## src/rtl/regfile_sb_pkg.sv

```systemverilog
`default_nettype none
// ============================================================================
// Module      : rf_pkg
// Description : Shared types and defaults for the integer register file and
//               the load extender (load extension modes follow RV funct3).
// Revision    : 1.0 - initial release
// ============================================================================
package rf_pkg;

    localparam int XLEN_DEFAULT = 32;
    localparam int NREG_DEFAULT = 32;

    // Load extension modes, encoded to match the RV32 load funct3 field
    typedef enum logic [2:0] {
        LB   = 3'b000,
        LH   = 3'b001,
        WORD = 3'b010,
        LBU  = 3'b100,
        LHU  = 3'b101
    } ld_mode_e;

endpackage : rf_pkg
`default_nettype wire

```

## src/rtl/regfile_sb_load_ext.sv

```systemverilog
`default_nettype none
// ============================================================================
// Module      : load_ext
// Description : Combinational sign/zero extender for byte and halfword loads.
//               Unlisted mode codes pass the data through unchanged.
// Revision    : 1.0 - initial release
// ============================================================================
module load_ext
    import rf_pkg::*;
#(
    parameter int XLEN = XLEN_DEFAULT
) (
    input  logic [XLEN-1:0] data_i,
    input  ld_mode_e        mode_i,
    output logic [XLEN-1:0] data_o
);

    // Select the extension form from the load mode
    always_comb begin
        data_o = data_i;
        case (mode_i)
            LB:      data_o = {{(XLEN-8){data_i[7]}},   data_i[7:0]};
            LH:      data_o = {{(XLEN-16){data_i[15]}}, data_i[15:0]};
            LBU:     data_o = {{(XLEN-8){1'b0}},        data_i[7:0]};
            LHU:     data_o = {{(XLEN-16){1'b0}},       data_i[15:0]};
            default: data_o = data_i;
        endcase
    end

endmodule : load_ext
`default_nettype wire

```

## src/rtl/regfile_sb.sv

```systemverilog
`default_nettype none
// ============================================================================
// Module      : regfile_sb
// Description : Integer register file with two combinational read ports, one
//               write port with load extension, same-cycle write bypass and a
//               per-register busy scoreboard for multi-cycle producers.
// Revision    : 1.0 - initial release
// ============================================================================
module regfile_sb
    import rf_pkg::*;
#(
    parameter int XLEN   = XLEN_DEFAULT,
    parameter int NREG   = NREG_DEFAULT,
    parameter int AW     = $clog2(NREG),
    parameter int BYPASS = 1
) (
    input  logic            clk_i,
    input  logic            rst_i,
    input  logic [AW-1:0]   ra_i,
    input  logic [AW-1:0]   rb_i,
    output logic [XLEN-1:0] busa_o,
    output logic [XLEN-1:0] busb_o,
    input  logic            we_i,
    input  logic [AW-1:0]   rw_i,
    input  logic [XLEN-1:0] busw_i,
    input  logic [2:0]      ld_mode_i,
    input  logic            wb_clr_i,
    input  logic            issue_i,
    input  logic [AW-1:0]   iss_rd_i,
    output logic            busy_a_o,
    output logic            busy_b_o,
    output logic            stall_o,
    output logic [AW:0]     busy_cnt_o
);

    localparam logic [AW:0] c_cnt_one = (AW+1)'(1);

    logic [XLEN-1:0] w_ext;
    logic [XLEN-1:0] w_rdata [NREG];
    logic [NREG-1:0] r_busy;
    logic [NREG-1:0] w_busy_nxt;
    logic [AW:0]     r_busy_cnt;
    logic            w_set;
    logic            w_clr;
    logic            w_eff_set;
    logic            w_eff_clr;

    load_ext #(
        .XLEN (XLEN)
    ) u_load_ext (
        .data_i (busw_i),
        .mode_i (ld_mode_e'(ld_mode_i)),
        .data_o (w_ext)
    );

    // x0 is hardwired to zero and has no storage
    assign w_rdata[0] = '0;

    for (genvar i = 1; i < NREG; i++) begin : g_reg
        logic [XLEN-1:0] r_q;

        // Architectural register i, loaded with the extended write data
        always_ff @(posedge clk_i or posedge rst_i) begin
            if (rst_i) begin
                r_q <= '0;
            end else if (we_i && (rw_i == AW'(i))) begin
                r_q <= w_ext;
            end
        end

        assign w_rdata[i] = r_q;
    end

    // Read ports: x0 reads zero, otherwise optional bypass of the in-flight write
    always_comb begin
        busa_o = w_rdata[ra_i];
        busb_o = w_rdata[rb_i];
        if ((BYPASS != 0) && we_i && (rw_i == ra_i)) busa_o = w_ext;
        if ((BYPASS != 0) && we_i && (rw_i == rb_i)) busb_o = w_ext;
        if (ra_i == '0) busa_o = '0;
        if (rb_i == '0) busb_o = '0;
    end

    // Scoreboard next state: clear first so a same-register set wins
    always_comb begin
        w_set      = issue_i && (iss_rd_i != '0);
        w_clr      = we_i && wb_clr_i;
        w_eff_set  = w_set && !r_busy[iss_rd_i];
        w_eff_clr  = w_clr && r_busy[rw_i] && !(w_set && (iss_rd_i == rw_i));
        w_busy_nxt = r_busy;
        if (w_clr) w_busy_nxt[rw_i] = 1'b0;
        if (w_set) w_busy_nxt[iss_rd_i] = 1'b1;
        w_busy_nxt[0] = 1'b0;
    end

    // Busy bits and the running count of busy registers
    always_ff @(posedge clk_i or posedge rst_i) begin
        if (rst_i) begin
            r_busy     <= '0;
            r_busy_cnt <= '0;
        end else begin
            r_busy <= w_busy_nxt;
            if (w_eff_set && !w_eff_clr) begin
                r_busy_cnt <= r_busy_cnt + c_cnt_one;
            end else if (w_eff_clr && !w_eff_set) begin
                r_busy_cnt <= r_busy_cnt - c_cnt_one;
            end
        end
    end

    // Busy reflects current state only; a same-cycle write-back does not unmask it
    assign busy_a_o   = r_busy[ra_i];
    assign busy_b_o   = r_busy[rb_i];
    assign stall_o    = busy_a_o | busy_b_o | (issue_i & r_busy[iss_rd_i]);
    assign busy_cnt_o = r_busy_cnt;

endmodule : regfile_sb
`default_nettype wire

```

## config.mk

```make
export PLATFORM = sky130hd
export DESIGN_NAME = regfile_sb
export DESIGN_NICKNAME = d
export VERILOG_FILES = /design/src/rtl/regfile_sb_pkg.sv /design/src/rtl/regfile_sb_load_ext.sv /design/src/rtl/regfile_sb.sv
export SDC_FILE = /design/constraint.sdc
export NUM_CORES = 2
export LEC_CHECK = 0
export BUFFER_PORTS_ARGS = -buffer_cell sky130_fd_sc_hd__buf_2
export CAP_MARGIN = 20
export CORE_ASPECT_RATIO = 0.9
export CORE_MARGIN = 3
export CORE_UTILIZATION = 55
export CTS_BUF_LIST = sky130_fd_sc_hd__clkbuf_16
export CTS_CLUSTER_DIAMETER = 30
export CTS_CLUSTER_SIZE = 8
export DETAILED_ROUTE_END_ITERATION = 10
export GPL_ROUTABILITY_DRIVEN = 1
export HOLD_SLACK_MARGIN = 0.1
export PLACE_DENSITY = 0.74
export SLEW_MARGIN = 20
export SYNTH_ARGS = -nofsm -noshare
export SYNTH_HDL_FRONTEND = slang
export SYNTH_SLANG_ARGS = --single-unit
```

## constraint.sdc

```tcl
create_clock -name clk_i -period 33.9 [get_ports clk_i]
set_clock_uncertainty 0.15 [all_clocks]
set_input_delay 3.39 -clock clk_i [delete_from_list [all_inputs] [get_ports clk_i]]
set_output_delay 3.39 -clock clk_i [all_outputs]
set_load 0.005 [all_outputs]
```

==> flow_metrics.py <==
metrics = {
    "clocking": {
        "clkTransAtPathRegs_ns": 0.04,
        "cts_tree": "yes",
        "clk_latency_ns": 0.79,
        "h-tree-depth": 4,
        "clock_tree.buffer_depth": 3,
        "clock-root-buffer": "clkbuf_16",
        "cts_resized": 0,
        "cts_buffers": 190,
        "postCtsSetupBuffers": 0,
        "cts-hold-fix-buffers": 0,
        "clock-sinks": 1029,
    },
    "die": {
        "die_w_um": 340,
        "start_util_pct": 55.9,
        "coreArea_mm2": 0.0989,
        "die_h_um": 307,
        "placementRows": 109,
        "die_area_mm2": 0.104,
        "ios": 133,
    },
    "worst_hold_path": {
        "whs_endpoint": "busy_cnt_o[5]$_DFFE_PP0P_",
        "hp-class": "register to register",
        "hold_path.startpoint": "busy_cnt_o[5]$_DFFE_PP0P_",
        "hold_depth": 1,
    },
    "sta": {
        "fin_crit_sh_pct": 34.5,
        "tightest_slew_ns": 1.23,
        "setup-tns-final_ns": 0,
        "max_freq_mhz": 85.6,
        "report.final.slew_viol_count": 0,
        "rsz0062_at_grt": "false",
        "setup_violations": 0,
        "hold_violations": 0,
        "relSlewSlack_pct": 18.3,
        "period_minus_slack_ns": 11.68,
    },
    "routing": {
        "viasPerCell": 6.94,
        "antenna_left": 0,
        "wire_per_inst_um": 29.6,
        "dr.pass1.iters": 9,
        "drc": 0,
        "totalWireLength_mm": 181,
        "drtIter0Drc": 5718,
        "vias": 42500,
    },
    "pwr": {
        "p_leak_uw": 0.0263,
        "ir_worst_vdd_uv": 54.4,
        "power_density_mw_per_mm2": 72.2,
        "total_power_uw": 4540,
    },
    "yosys": {
        "syn-num-nets": 4799,
        "yosysSeqAreaShare_pct": 46.6,
        "yosys.area.top_type": "dfrtp_1",
        "synth_edf_count": 0,
        "synth_area_leaders": "dfrtp_1, mux4_2, a21oi_1",
        "async_flop_share_pct": 100,
        "synth_top_area_share_pct": 46.6,
        "synth_area_per_cell_um2": 11.7,
        "yosysUniqueCellTypes": 59,
        "yosysMostFrequentCell": "dfrtp_1",
        "netlist_instances": 4733,
        "ys_top_cells_by_count": "dfrtp_1, nor2_1, a21oi_1",
        "synth_warnings": 0,
        "ys_ff_latch": 1029,
        "syn_area_mm2": 0.0553,
        "synth_top_flop_cell": "dfrtp_1",
    },
    "cells_and_area": {
        "area_growth_pct": 13.6,
        "drive_above_1_share_pct": 29.7,
        "fin_util_pct": 63.5,
        "nets": 4716,
        "fin_area_mm2": 0.0628,
    },
    "placed_design": {
        "place_congestion": 0.854,
        "dpl_cell_area_mm2": 0.0565,
        "place.port_buffers": 132,
        "hpwlAfterDp_mm": 95.8,
    },
    "setup_path": {
        "end_kind": "output port",
        "arrival_ns": 8.14,
        "r2r_slack_ns": 30.29,
        "cp-start-kind": "primary input",
        "reg2reg_from": "r_busy[23]$_DFF_PP0_",
        "crit_required_ns": 30.36,
        "reg2reg_depth": 12,
        "worst-path-max-fanout": 106,
        "critPathKind": "primary input to output port",
        "timing.rr.end": "busy_cnt_o[5]$_DFFE_PP0P_",
    },
    "grt": {
        "grt_max_degree": 195,
        "grtUsageTotal_pct": 35.1,
        "antenna_found_initial": 6,
        "grt_pass1_wl_mm": 274,
        "grt_pass1_vias": 43400,
        "grt-ovfl-total": 0,
    },
    "outcome": {
        "status": "completed",
    },
    "flow_run": {
        "max_cap_viol_count": 0,
    },
}
[area by class of cell]
cell class	count	area (µm²)
Clock inverter	136	1500
Timing Repair Buffer	230	1580
Antenna cell	4	10.0
Inverter	20	83.8
Clock buffer	191	4780
Multi-Input combinational cell	3179	27400
Tap cell	1332	1670
Sequential cell	1029	25700
Fill cell	7142	36100
[power breakdown]
group | internal, µW | switching [µW]
Sequential | 1510 | 227
Clock | 1210 | 658
Combinational | 500 | 422
[per-layer routing]
layer  up-vias  wire length, µm  GRT usage (%)
met5         -               55              0
met4         8             9500           16.8
met3       694            25800           12.5
met2      3073            80500           51.7
met1     21300            65100           46.7
li1      17300                -              -
[logic make-up after synthesis]
family / count (synthesis) / synth area share (%)
mux: 922 / 29.0
flops: 1029 / 46.6
xor+xnor: 20 / 0.317
compound gates: 1154 / 11.6
simple gates: 1077 / 7.81
buf+inv: 525 / 4.46
fa+ha+maj: 6 / 0.149
[critical path: stages]
cell and delay (ns):
buf_8 0.54, buf_4 0.72, buf_12 0.62, buf_4 0.82, mux4_2 0.59, mux4_2 0.49, a22oi_1 0.41, o21ai_1 0.15
buf_2 0.16
[placed cells by master (no fill, tap or decap), types with 29 or more instances in the layout]
cell,synthesis,routed
a21oi_1,722,706
a22o_1,35,35
buf_2,139,125
buf_4,28,87
clkbuf_16,0,191
dfrtp_1,1029,1029
inv_1,17,44
mux2_2,316,316
mux2i_1,94,94
mux4_2,512,512
nand2_1,212,211
nand3_1,51,51
nor2_1,742,704
nor2_4,0,29
o21ai_0,188,188
o21ai_1,32,32
[how the worst max path moves through the flow]
stage                     slack (ns)  depth (start not counted)    start                        end
final                          22.22                          9  ra_i[1]                 busa_o[17]
after global placement         22.36                          9  ra_i[1]                 busa_o[17]
after floorplan                 1.40                          1    rst_i  busy_cnt_o[0]$_DFFE_PP0P_
after CTS                      22.40                          9  ra_i[1]                 busa_o[17]
after detailed placement       22.41                          9  ra_i[1]                 busa_o[17]
after global routing           22.07                          9  ra_i[1]                 busa_o[17]
[stage by stage]
step                      setup WS [ns]  hold slack [ns]  std cells
after floorplan                    1.40            0.312       4733
after global placement            22.36            0.302       5789
after detailed placement          22.41            0.333       5789
after CTS                         22.40            0.338       6116
after global routing              22.07            0.352       6117
final                             22.22            0.330       6121
[state kept, by name, summed over array words and instances, names as in the netlist]
signal,cells
r_busy,31
busy_cnt_o,6
g.r_q,992
No activity file was read; power rests on OpenSTA's default activity.
